===== config.mk =====
export PLATFORM = sky130hd
export DESIGN_NAME = tlul_err_resp
export DESIGN_NICKNAME = d
export VERILOG_FILES = /design/src/rtl/tlul_pkg.sv /design/src/rtl/tlul_err_resp_fifo.sv /design/src/rtl/tlul_err_resp.sv
export SDC_FILE = /design/constraint.sdc
export NUM_CORES = 1
export LEC_CHECK = 0
export ABC_AREA = 1
export CAP_MARGIN = 20
export CORE_ASPECT_RATIO = 0.6
export CORE_UTILIZATION = 34
export CTS_CLUSTER_DIAMETER = 80
export DETAILED_ROUTE_END_ITERATION = 6
export MAX_ROUTING_LAYER = met4
export PLACE_DENSITY = 0.9
export SETUP_SLACK_MARGIN = 0.02
export SLEW_MARGIN = 20
export SYNTH_ARGS = -nofsm -noshare
export SYNTH_HDL_FRONTEND = slang
export SYNTH_HIERARCHICAL = 1
export SYNTH_SLANG_ARGS = --single-unit

===== constraint.sdc =====
create_clock -name clk_i -period 4 [get_ports clk_i]
set_input_delay 0.8 -clock clk_i [delete_from_list [all_inputs] [get_ports clk_i]]
set_output_delay 0.8 -clock clk_i [all_outputs]
set_load 0.05 [all_outputs]

===== src/rtl/tlul_pkg.sv =====
// rtl/tlul_pkg.sv - TL-UL channel types plus the error-responder FIFO entry
package tlul_pkg;

   localparam int AW  = 32;
   localparam int DW  = 32;
   localparam int DBW = DW / 8;
   localparam int SZW = 2;
   localparam int IW  = 8;
   localparam int DIW = 1;
   localparam int UW  = 8;

   typedef enum logic [2:0] {
      PutFullData    = 3'h0,
      PutPartialData = 3'h1,
      Get            = 3'h4
   } tl_a_op_e;

   typedef enum logic [2:0] {
      AccessAck     = 3'h0,
      AccessAckData = 3'h1
   } tl_d_op_e;

   typedef struct packed {
      logic             a_valid;
      tl_a_op_e         a_opcode;
      logic [2:0]       a_param;
      logic [SZW-1:0]   a_size;
      logic [IW-1:0]    a_source;
      logic [AW-1:0]    a_address;
      logic [DBW-1:0]   a_mask;
      logic [DW-1:0]    a_data;
      logic [UW-1:0]    a_user;
      logic             d_ready;
   } tl_h2d_t;

   typedef struct packed {
      logic             d_valid;
      tl_d_op_e         d_opcode;
      logic [2:0]       d_param;
      logic [SZW-1:0]   d_size;
      logic [IW-1:0]    d_source;
      logic [DIW-1:0]   d_sink;
      logic [DW-1:0]    d_data;
      logic [UW-1:0]    d_user;
      logic             d_error;
      logic             a_ready;
   } tl_d2h_t;

   typedef struct packed {
      tl_d_op_e         op;
      logic [SZW-1:0]   size;
      logic [IW-1:0]    source;
   } tl_err_rsp_t;

   localparam tl_err_rsp_t ErrRspReset = '0;

   // Only reads return data; every other opcode, known or not, is a plain ack.
   function automatic tl_d_op_e err_rsp_op(input tl_a_op_e op);
      return (op == Get) ? AccessAckData : AccessAck;
   endfunction

endpackage


===== src/rtl/tlul_err_resp_fifo.sv =====
// rtl/tlul_err_resp_fifo.sv - synchronous FIFO of pending error responses
module tlul_err_resp_fifo
   import tlul_pkg::*;
#(
   parameter int Depth = 2
) (
   input  logic        i_clk,
   input  logic        i_rst,
   input  logic        i_wvalid,
   output logic        o_wready,
   input  tl_err_rsp_t i_wdata,
   output logic        o_rvalid,
   input  logic        i_rready,
   output tl_err_rsp_t o_rdata
);

   localparam int PW = (Depth > 1) ? $clog2(Depth) : 1;
   localparam int CW = $clog2(Depth + 1);

   tl_err_rsp_t       r_mem [Depth];
   logic [PW-1:0]     r_wptr;
   logic [PW-1:0]     r_rptr;
   logic [CW-1:0]     r_cnt;
   logic              w_push;
   logic              w_pop;

   assign o_wready = (r_cnt != CW'(Depth));
   assign o_rvalid = (r_cnt != '0);
   assign w_push   = i_wvalid & o_wready;
   assign w_pop    = o_rvalid & i_rready;
   assign o_rdata  = r_mem[r_rptr];

   always_ff @(posedge i_clk) begin
      if (w_push) begin
         r_mem[r_wptr] <= i_wdata;
      end
   end

   // Pointers wrap explicitly so Depth need not be a power of two.
   always_ff @(posedge i_clk) begin
      if (i_rst) begin
         r_wptr <= '0;
         r_rptr <= '0;
         r_cnt  <= '0;
      end else begin
         if (w_push) begin
            r_wptr <= (r_wptr == PW'(Depth - 1)) ? '0 : r_wptr + 1'b1;
         end
         if (w_pop) begin
            r_rptr <= (r_rptr == PW'(Depth - 1)) ? '0 : r_rptr + 1'b1;
         end
         r_cnt <= r_cnt + CW'(w_push) - CW'(w_pop);
      end
   end

endmodule


===== src/rtl/tlul_err_resp.sv =====
// rtl/tlul_err_resp.sv - TL-UL default device answering every request with d_error
// Optional saturating response counter on err_cnt_o when TLUL_ERR_RESP_CNT_EN is defined.
module tlul_err_resp
   import tlul_pkg::*;
#(
   parameter int            Depth   = 2,
   parameter logic [DW-1:0] ErrData = 32'hFFFF_FFFF
) (
   input  logic    clk_i,
   input  logic    rst_i,
   input  tl_h2d_t tl_i,
   output tl_d2h_t tl_o
`ifdef TLUL_ERR_RESP_CNT_EN
   ,
   output logic [15:0] err_cnt_o
`endif
);

   tl_err_rsp_t w_wdata;
   tl_err_rsp_t w_rdata;
   tl_err_rsp_t w_head;
   logic        w_wready;
   logic        w_rvalid;
   logic        w_unused;

   assign w_wdata.op     = err_rsp_op(tl_i.a_opcode);
   assign w_wdata.size   = tl_i.a_size;
   assign w_wdata.source = tl_i.a_source;

   tlul_err_resp_fifo #(
      .Depth (Depth)
   ) u_fifo (
      .i_clk    (clk_i),
      .i_rst    (rst_i),
      .i_wvalid (tl_i.a_valid),
      .o_wready (w_wready),
      .i_wdata  (w_wdata),
      .o_rvalid (w_rvalid),
      .i_rready (tl_i.d_ready),
      .o_rdata  (w_rdata)
   );

   // Stale storage must not leak onto an idle D channel.
   assign w_head = w_rvalid ? w_rdata : ErrRspReset;

   assign tl_o.d_valid  = w_rvalid;
   assign tl_o.d_opcode = w_head.op;
   assign tl_o.d_param  = '0;
   assign tl_o.d_size   = w_head.size;
   assign tl_o.d_source = w_head.source;
   assign tl_o.d_sink   = '0;
   assign tl_o.d_data   = (w_head.op == AccessAckData) ? ErrData : '0;
   assign tl_o.d_user   = '0;
   assign tl_o.d_error  = w_rvalid;
   assign tl_o.a_ready  = w_wready;

   assign w_unused = ^{tl_i.a_param, tl_i.a_address, tl_i.a_mask, tl_i.a_data, tl_i.a_user};

`ifdef TLUL_ERR_RESP_CNT_EN
   logic [15:0] r_err_cnt;

   always_ff @(posedge clk_i) begin
      if (rst_i) begin
         r_err_cnt <= '0;
      end else if (w_rvalid && tl_i.d_ready && (r_err_cnt != 16'hFFFF)) begin
         r_err_cnt <= r_err_cnt + 16'd1;
      end
   end

   assign err_cnt_o = r_err_cnt;
`endif

endmodule

======== Word-level counts from Yosys, hierarchy flattened ========
Memories as Yosys holds them, arrays and structs flattened. A register that Yosys moved wholly into a read port is not among the register bits.
Cells that the tools add are included.
operators by class
  add/subtract/negate cells ............... 4
  multiplexer cells ....................... 9
  reduce and logical (&&, ||, !) cells .... 1
  equal/unequal tests ..................... 3
  bitwise operators ....................... 2
operators with widths
  kind                                           count
  2-to-1 mux 32 bit                              1
  2-to-1 mux 13 bit                              1
  2-to-1 mux 1 bit                               7
  == test 3 x 1 -> 1 bit, second input constant  1
  == test 3 bit, second input constant           1
  adder 1 bit, second input constant             2
  adder 2 x 1 -> 2 bit                           1
  AND 1 bit                                      2
  != test 2 bit, second input constant           1
  nonzero test 2 bit                             1
  subtractor 2 x 1 -> 2 bit                      1
storage, ports and cells
  memories ................................ 1
  input port bits ......................... 96
  register bits ........................... 4
  bits in writable memories ............... 22
memories
  name          depth  bits a word  rd ports  clocked after Yosys merged registers in  write ports  RTL line                  text
  u_fifo.r_mem  2      11           1         1                                        1            tlul_err_resp_fifo.sv:20  tl_err_rsp_t r_mem [Depth];

======== Longest topological paths before layout ========
Gate-level depths: netlist of run 1.
  word-level depth ........................ 4
  depth in mapped cells ................... 11
  gate-level depth less buffers ........... 11

======== Hierarchy ========
Netlist of run 1, hierarchy kept.
by module, submodules not included
  module              times used  area each (µm²)  cells each  sequential area each (µm²)
  tlul_err_resp_fifo  1           1238.7           76          880.8
  tlul_err_resp       1           484.2            81          0.0

======== Worst setup path before layout of run 1 ========
OpenSTA, ideal clock, no wires.
  path type ............................... register to output
  from .................................... register (tool-made name)
  to ...................................... output tl_o[11] (netlist name)
  slack ................................... 0.210 ns
  cell stages (with the launch flop) ...... 7
  arrival ................................. 2.990 ns
  path buffers ............................ 2
  cells stage by stage .................... dfxtp_1 -> buf_6 -> mux2_4 -> inv_1 -> nand2_1 -> nor2_1 -> buf_4
RTL lines
  what       RTL line             text
  to (decl)  tlul_err_resp.sv:12  output tl_d2h_t tl_o

==> summary.txt, run 1 <==
Drt
  – DRC violations left: 0
  – WL final: 2949 um
  – WL per Instance: 11.34 um
  – Drt initial violations: 19
  – Vias: 1,011
  – Vias/cell: 3.888
  – First-pass iteration count of the detailed router: 4
  – DRT antenna net count: 0

Timing
  – Post-route setup slack: 877.9 ps
  – Max-slew violations: 0
  – Worst Tran Pin Value: 749.4 ps
  – Clock Skew: 4.184 ps
  – Setup violators final: 0
  – RSZ-0062 raised after global routing: no
  – Max Fclk: 320.3 MHz
  – Max-slew headroom: 49.97%
  – Worst hold slack: 507.8 ps
  – Final Critical Period: 3122 ps
  – Hold Vio Cnt, Final: 0
  – Setup_tns: 0 ps
  – Final Cycle Share: 78.05%

Layout
  – Fillers: 396
  – Final core utilization: 54.31%
  – Commonest non-fill, non-tap cell in the layout: buf_12
  – Nets: 294
  – ANT cells: 0
  – Layout area overhead: 48.37%
  – Layout Cells excl Fill: 260
  – Most frequent cells in the layout: buf_12 (33), clkdlybuf4s50_1 (32), edfxtp_1 (26)
  – Layout cells sized above 1: 29.95%
  – Design area: 2556 um^2

Status
  – Run status: finished clean

Clock network
  – Post-CTS Resized: 0
  – Max Buffers Root-to-Sink: 2
  – CTS Sinks: 31
  – CTS tree: built
  – CTS buffer count: 5
  – Post-cts hold buffer count: 0
  – H-Tree Depth: 2
  – Root buffer cell: clkbuf_8
  – Clk Latency, worst-skew pair: 270 ps
  – Clk slew on worst S/H paths: 60 ps
  – Total setup buffers inserted after CTS: 0

Setup path
  – Crit end category: output pin
  – CP max FO: 13
  – CP arrival: 2320 ps
  – Critical setup path kind: reg -> out
  – CP Data Required Time: 3200 ps
  – Startpoint Class: flip-flop

Place
  – Post-DP HPWL: 2266 um
  – Area after DPL: 2479 um^2
  – Port Buffers: 64
  – Placed cells: 253
  – GPL Wtd Cong: 0.8498
  – Placement Setup Slack: 1133 ps

GRT
  – First-pass GRT wire length: 4726 um
  – Largest net degree at the start of global routing: 33
  – Vias in the first global route: 959
  – Antenna violations before repair: 0
  – Grt total ovfl: 0
  – All-Layer GR Usage: 12.37%

Synth
  – Netlist cell types: 19
  – Synthesis warning total: 6
  – Synth Area in Simple Gates: 9.586%
  – Yosys top cell area share: 45.32%
  – Cells after Synth: 157
  – Syn avg cell area: 10.97 um^2
  – Synthesized flop and latch total: 31
  – Largest family of logic cells by synthesized area: buffers and inverters
  – Mux share of post-synthesis cell area: 10.68%
  – Synth area leader: edfxtp_1
  – Post-Synth Adder-Cell Area: 0.7262%
  – Synth Cell Area: 1723 um^2
  – Xor/xnor cell area share of the yosys netlist: 0.5084%
  – Fraction of the mapped netlist area in compound gates: 0.5810%
  – Seq/Total Area, Yosys: 51.13%
  – Synth area leaders: edfxtp_1 (45%), buf_4 (20%), mux2_4 (8.7%)

Run
  – MaxCap Viol Count: 0

Power
  – Pwr/cell area: 740.6 nW/um^2
  – Design Power: 1.893 mW
  – Max VDD drop: 311.2 uV
  – Pleak: 1.102 nW

Floorplan
  – Core outline area: 4707 um^2
  – I/O pin cnt: 156
  – Die height: 57.14 um
  – Die ar.: 5365 um^2
  – Num rows: 19
  – Die width: 93.90 um
  – Initial Util: 36.60%

Min path
  – Hold crit path type: reg -> reg
-- cells in the mapped netlist, drive strengths merged --
master  number
buf         48
edfxtp      26
inv         24
nand2       23
mux2        13
nor2        11
dfxtp        5
a21oi        2
conb         1
ha           1
nand3        1
nor3         1
xnor2        1
-- critical path: stages (launching register included) --
cell             delay (ps)
dfxtp_1                 800
mux2_4                  290
nand2_1                  60
inv_1                    90
clkdlybuf4s50_1         800
-- cell families (layout without fill, tap and decap cells) --
family                   after synthesis  count (layout)
buffers and inverters                 72              97
AND/OR/NAND/NOR                       36              36
flip-flops                            31              31
multiplexers                          13              13
AO/OA/AOI/OAI                          2               2
adder cells (fa/ha/maj)                1               1
other                                  1              16
XOR/XNOR                               1               1
-- sequential cells by signal (all words and copies together), names as in the netlist, named ones only --
| register | flops |
|---|---|
| u_fifo/r_wptr | 1 |
| u_fifo/r_rptr | 1 |
| u_fifo/r_cnt | 2 |
| u_fifo/r_mem | 26 |
-- cell type report --
type	instances	area (um^2)	share of cell area [%]
Clock inverter	2	8.758	0.3426
Inverter	24	90.09	3.524
Multi-Input combinational cell	69	440.4	17.23
Sequential cell	31	880.8	34.46
Tap cell	63	78.83	3.084
Clock buffer	5	68.82	2.692
Timing Repair Buffer	66	988.4	38.67
-- where the power goes --
group          internal (mW)  leakage (nW)  switching, mW
registers              0.414         0.285         0.0417
logic                  0.458         0.775          0.760
clock network          0.115        0.0414          0.104
-- metal layers --
metal  GRT usage [%]  share of wire (%)
met5               -                  0
met1           14.81                 42
met2           19.71                 52
met3           3.733                5.0
met4           4.835               0.95
-- path summary, 6_finish.rpt --
path | startpoint | to | slack, ps | cells past startpoint
worst max-delay path | flip-flop | tl_o[57] | 880 | 4
worst min-delay path | u_fifo/r_rptr | flip-flop | 510 | 2
worst max register to register | u_fifo/r_cnt[0] | u_fifo/r_mem[0][1] | 2320 | 5
worst min register to register | u_fifo/r_rptr | flip-flop | 510 | 2
Power figures use the tool's default switching activity.
==> run 2, diff against run 1 <==
- CORE_UTILIZATION: 34 -> 28
- PLACE_DENSITY: 0.9 -> 0.8
- clock period: 4 -> 2.7 ns (I/O delays scaled with it)
==> run 2 against run 1 <==
Via count rose by 1.5%. First-iteration DRC count rose by 47%. Critical path depth rose by 2. Clock skew rose by 2.0 ps. Setup slack got worse by 560 ps. Utilization fell by 6.9 points. Die area rose by 21%. Sequential power rose by 43%. Count of clock-buffer cells in the layout rose by 2. Global-route usage fell by 1.7 points. Highest routed layer unchanged.
==> summary.txt, run 2 (synthesis results as in run 1) <==
Status
  – Run status: finished clean

GRT
  – All-Layer GR Usage: 10.66% (-1.7 points)
  – First-pass GRT wire length: 4878 um (+3.2%)
  – Antenna violations before repair: 0 (unchanged)
  – Grt total ovfl: 0 (unchanged)
  – Largest net degree at the start of global routing: 33 (unchanged)
  – Vias in the first global route: 974 (+1.6%)

Layout
  – Multi-input logic area: 447.9 um^2 (+1.7%)
  – Layout area overhead: 58.39%
  – FF+latch area: 880.8 um^2 (unchanged)
  – Largest registers: u_fifo/r_mem (26), u_fifo/r_cnt (2)
  – Commonest non-fill, non-tap cell in the layout: buf_12
  – Layout cells sized above 1: 38.92% (+9.0 points)
  – Final core utilization: 47.42% (-6.9 points)
  – ANT cells: 0 (unchanged)
  – Fillers: 520 (+31%)
  – Max FFs per register: 26 (unchanged)
  – Most frequent cells in the layout: buf_12 (43), edfxtp_1 (26), inv_1 (24)
  – Nets: 299 (+1.7%)
  – Largest Register: u_fifo/r_mem

Timing
  – Worst Tran Pin Value: 498.1 ps (-251.3 ps)
  – Setup violators final: 0 (unchanged)
  – Setup_tns: 0 ps (unchanged)
  – Final Cycle Share: 88.27%
  – Max-slew headroom: 66.69% (+17 points)
  – Clock Skew: 6.200 ps (+2.016 ps)
  – RSZ-0062 raised after global routing: no
  – Hold Vio Cnt, Final: 0 (unchanged)
  – Final Critical Period: 2383 ps
  – Max-slew violations: 0 (unchanged)
  – Max Fclk: 419.6 MHz

Power
  – Design Power: 3.096 mW (+64%)
  – Switch share: 45.80% (-2.0 points)
  – Max VDD drop: 446.8 uV (+44%)
  – Part of the power in the clock network: 12.0% (+0.4 points)
  – Pwr/cell area: 1135 nW/um^2 (+53%)
  – Pint: 1.678 mW (+70%)
  – Net switching power: 1.418 mW (+57%)
  – Gate power share: 66.9% (+2.5 points)
  – Seq pwr share: 21.1% (-3.0 points)
  – Pleak: 1.189 nW (+8.0%)

Drt
  – First-pass iteration count of the detailed router: 5 (+1)
  – Vias/cell: 3.625 (-6.8%)
  – Drt initial violations: 28 (+9)
  – DRC violations left: 0 (unchanged)
  – WL final: 3184 um (+8.0%)
  – DRT antenna net count: 0 (unchanged)
  – Vias: 1,026 (+1.5%)
  – WL per Instance: 11.25 um (-0.81%)

Place
  – GPL Wtd Cong: 0.7836 (-7.8%)
  – Post-DP HPWL: 2529 um (+12%)
  – Port Buffers: 64 (unchanged)

Clock network
  – Post-CTS Resized: 0 (unchanged)
  – Total setup buffers inserted after CTS: 0 (unchanged)
  – CTS tree: built
  – CTS buffer count: 5 (unchanged)
  – H-Tree Depth: 2 (unchanged)
  – Post-cts hold buffer count: 0 (unchanged)
  – Max Buffers Root-to-Sink: 2 (unchanged)
  – Clk Latency, worst-skew pair: 280 ps (about the same)
  – CTS Sinks: 31 (unchanged)
  – Root buffer cell: clkbuf_8
  – Clk slew on worst S/H paths: 60 ps (about the same)

Setup path
  – CP Data Required Time: 2160 ps (-1040 ps)
  – Startpoint Class: flip-flop
  – CP arrival: 1840 ps (-480 ps)
  – CP max FO: 32 (+19)
  – Critical setup path kind: reg -> out
  – Crit end category: output pin

Floorplan
  – Die height: 62.76 um (+9.8%)
  – Initial Util: 29.94% (-6.7 points)
  – Num rows: 21 (+2)
  – I/O pin cnt: 156 (unchanged)
  – Die width: 103.3 um (+10%)
  – Die ar.: 6481 um^2 (+21%)
  – Core outline area: 5754 um^2 (+22%)

Run
  – MaxCap Viol Count: 0 (unchanged)

Min path
  – Hold crit path type: reg -> reg
[run 2: per-layer routing]
metal	global-route usage (%)	wire length (um)	vias to the layer above
li1	-	-	517
met1	12.19	1319	471
met2	17.00	1659	35
met3	4.474	184	3
met4	3.169	21	0
met5	-	0	-
[run 2: path summary, 6_finish.rpt]
check | start | slack [ps] | endpoint | depth (start not counted)
worst max-delay path | flip-flop | 320 | tl_o[18] | 6
worst min-delay path | u_fifo/r_rptr | 510 | flip-flop | 2
worst max register to register | u_fifo/r_cnt[0] | 1220 | u_fifo/r_mem[1][0] | 5
worst min register to register | u_fifo/r_rptr | 510 | flip-flop | 2
[run 2: final cells by class]
cell class	instances	share of cell area [%]
inverter	24	3.301
clock buffer	7	3.164
timing repair buffer	71	40.99
tap	80	3.668
multi-input combinational	69	16.41
sequential	31	32.28
clock inverter	1	0.1834
[run 2: per-stage QoR]
step | hold slack (ps) | worst slack, ps | std cells | cell area (um^2)
2_1_floorplan | 466.9 | 259.7 | 172 | 1787
3_3_place_gp | 479.2 | 621.5 | 275 | 2638
3_5_place_dp | 500.8 | 603.8 | 275 | 2638
4_1_cts | 517.6 | 292.5 | 283 | 2729
5_1_grt | 561.5 | 208.0 | 283 | 2729
6_report | 512.8 | 316.6 | 283 | 2729
[run 2: worst max-delay path: stages (launching register included)]
cell and delay [ps]:
dfxtp_1 420, buf_4 200, mux2_4 160, nand2_1 90, nor2_4 140, buf_12 340, buf_12 190
[run 2: power groups by stage]
stage | registers, mW | logic [mW] | clock network (mW)
floorplan | 0.654 | 1.34 | 0
global placement | 0.657 | 2.07 | 0
detailed placement | 0.664 | 2.10 | 0
CTS | 0.654 | 2.10 | 0.382
global route | 0.662 | 2.17 | 0.411
finish | 0.652 | 2.07 | 0.371
==> run 3, diff against run 2 <==
- CORE_UTILIZATION: 28 -> 56
- DONT_BUFFER_PORTS: not set -> 1
- PLACE_DENSITY: 0.8 -> 0.77
==> run 3 against run 2 <==
The flow now finishes with violations (setup timing). Register-to-register slack worse by 340 ps. Setup slack worse by 320 ps. Worst hold slack worse by 190 ps. Clock power is 8.6% lower. Maximum frequency is 12% lower. Wire length is 21% lower. Count of clock-buffer cells in the layout is 1 lower. Critical path depth stayed put. Die area is 49% lower. Sequential share of layout area is 18 points higher. Critical path type unchanged. Clock skew hardly changed.
==> summary.txt, run 3 (synthesis results as in run 1) <==
Power
  – Part of the power in the clock network: 14.4% (+2.4 points)
  – Pleak: 0.8016 nW (-33%)
  – Gate power share: 57.7% (-9.2 points)
  – Switch share: 54.42% (+8.6 points)
  – Max VDD drop: 655.8 uV (+47%)
  – Pwr/cell area: 1351 nW/um^2 (+19%)
  – Pint: 1.075 mW (-36%)
  – Net switching power: 1.283 mW (-9.5%)
  – Seq pwr share: 27.9% (+6.8 points)

Place
  – GPL Wtd Cong: 0.6772 (-14%)
  – Port Buffers: 0 (-100%)
  – Placement Setup Slack: 93.24 ps (-510.6 ps)
  – Post-DP HPWL: 1800 um (-29%)
  – Area after DPL: 1627 um^2 (-38%)

Setup path
  – Critical Path Most Common Cell: buf_16
  – Startpoint Class: flip-flop
  – Crit end category: output pin
  – CP max FO: 15 (-53%)
  – Crit-path cells: mux2_4 > inv_2 > nand2_2 > nor2_4 > buf_16 > buf_16
  – CP Data Required Time: 2160 ps (about the same)
  – CP arrival: 2170 ps (+330 ps)
  – Slowest cell on crit path: buf_16
  – Largest stage delay, worst path: 560 ps (+140 ps)
  – Critical setup path kind: reg -> out

Timing
  – Max-slew headroom: 47.82% (-19 points)
  – RSZ-0062 raised after global routing: yes
  – Max-slew violations: 0 (unchanged)
  – Final Critical Period: 2706 ps (+322.4 ps)
  – Max Fclk: 369.6 MHz (-12%)
  – Hold Vio Cnt, Final: 0 (unchanged)
  – Post-route setup slack: -5.810 ps (-322.4 ps)
  – Final Cycle Share: 100.2% (+12 points)
  – Setup_tns: -33.77 ps (-33.77 ps)
  – Worst Tran Pin Value: 781.8 ps (+283.8 ps)
  – Setup violators final: 6 (+6)
  – Clock Skew: 6.000 ps (-0.2002 ps)

GRT
  – First-pass GRT wire length: 3546 um (-27%)
  – Grt total ovfl: 0 (unchanged)
  – Largest net degree at the start of global routing: 16 (-52%)
  – Vias in the first global route: 773 (-21%)
  – Antenna violations before repair: 0 (unchanged)
  – All-Layer GR Usage: 17.08% (+6.4 points)

Clock network
  – Root buffer cell: clkbuf_8
  – Clk slew on worst S/H paths: 60 ps (about the same)
  – H-Tree Depth: 2 (unchanged)
  – Clk Latency, worst-skew pair: 280 ps (about the same)
  – CTS tree: built
  – CTS Sinks: 31 (unchanged)
  – CTS buffer count: 5 (unchanged)
  – Max Buffers Root-to-Sink: 2 (unchanged)

Drt
  – WL final: 2510 um (-21%)
  – Metal3 WL: 209 um (+14%)
  – DRT antenna net count: 0 (unchanged)
  – Metal2 WL: 1277 um (-23%)
  – Top Layer Used: met4
  – WL per Instance: 13.35 um (+19%)
  – DRC violations left: 0 (unchanged)
  – Vias/cell: 4.527 (+25%)
  – Drt initial violations: 41 (+46%)
  – First-pass iteration count of the detailed router: 4 (-1)
  – M1 WL: 1005 um (-24%)
  – Vias: 851 (-17%)

Floorplan
  – Die width: 73.61 um (-29%)
  – Num rows: 15 (-29%)
  – Die height: 44.97 um (-28%)
  – Die ar.: 3310 um^2 (-49%)
  – Core outline area: 2890 um^2 (-50%)
  – Initial Util: 59.61% (+30 points)
  – I/O pin cnt: 156 (unchanged)

Status
  – Failing checks: setup timing
  – Run status: finished with violations

Layout
  – ANT cells: 0 (unchanged)
  – Layout cells sized above 1: 30.14% (-8.8 points)
  – Commonest non-fill, non-tap cell in the layout: edfxtp_1
  – Largest Register: u_fifo/r_mem
  – Multi-input logic area: 452.9 um^2 (+1.1%)
  – Most frequent cells in the layout: edfxtp_1 (26), inv_1 (22), nand2_1 (19)
  – Max FFs per register: 26 (unchanged)
  – FF+latch area: 884.6 um^2 (+0.43%)
  – Fillers: 229 (-56%)
  – Layout area overhead: 1.307%
  – Nets: 242 (-19%)
  – Design area: 1745 um^2 (-36%)
  – Largest registers: u_fifo/r_mem (26), u_fifo/r_cnt (2)

Min path
  – Hold crit path type: in -> reg

Run
  – MaxCap Viol Count: 0 (unchanged)
-- run 3: cell type report --
| type | instances | share of cell area (%) |
|---|---|---|
| Inverter | 24 | 5.161 |
| Multi-Input combinational cell | 69 | 25.95 |
| Timing Repair Buffer | 14 | 10.61 |
| Clock inverter | 2 | 0.4301 |
| Clock buffer | 6 | 4.158 |
| Tap cell | 42 | 3.011 |
| Sequential cell | 31 | 50.68 |
-- run 3: metrics by stage --
step / hold WS (ps) / utilization [%] / total power, mW / std cells
after floorplan: 466.9 / - / 1.994 / 172
after global placement: 480.7 / 56.28 / 1.980 / 178
after detailed placement: 528.6 / 56.28 / 2.008 / 178
after CTS: 315.6 / 60.04 / 2.369 / 187
after global routing: 311.0 / 60.39 / 2.484 / 188
final: 322.7 / 60.39 / 2.359 / 188
-- run 3: path summary, 6_finish.rpt --
kind                        start            endpoint  slack [ps]  depth (start not counted)
hold reg to reg     u_fifo/r_wptr       u_fifo/r_wptr         550                          2
setup reg to reg  u_fifo/r_cnt[0]  u_fifo/r_mem[1][3]         880                          4
hold / removal              rst_i       u_fifo/r_wptr         320                          1
setup / recovery        flip-flop            tl_o[35]          -6                          6
-- run 3: metal layers --
metal	GRT usage [%]	vias up
li1	-	405
met1	16.64	402
met2	28.44	40
met3	10.49	4
met4	5.769	0
met5	-	-
-- run 3: power groups by stage --
stage / logic [mW] / registers (mW) / clock network, mW
finish: 1.36 / 0.659 / 0.339
global route: 1.45 / 0.665 / 0.370
CTS: 1.36 / 0.660 / 0.346
floorplan: 1.34 / 0.654 / 0
detailed placement: 1.34 / 0.669 / 0
global placement: 1.32 / 0.661 / 0
-- run 3: what timing repair did --
item	CTS	global route
endpoints found under the setup margin	11	11
hold endpoints to repair	0	0
hold buffers	0	0
gates resized for setup	7	1
gates cloned	0	0
pin swaps	1	1
setup buffers	1	1
-- run 3: worst max-delay path: cells and delay by family, from the launching register on --
| family | cells | cell delay, ps |
|---|---|---|
| flip-flops | 1 | 370 |
| buffers and inverters | 3 | 990 |
| multiplexers | 1 | 310 |
| AND/OR/NAND/NOR | 2 | 190 |
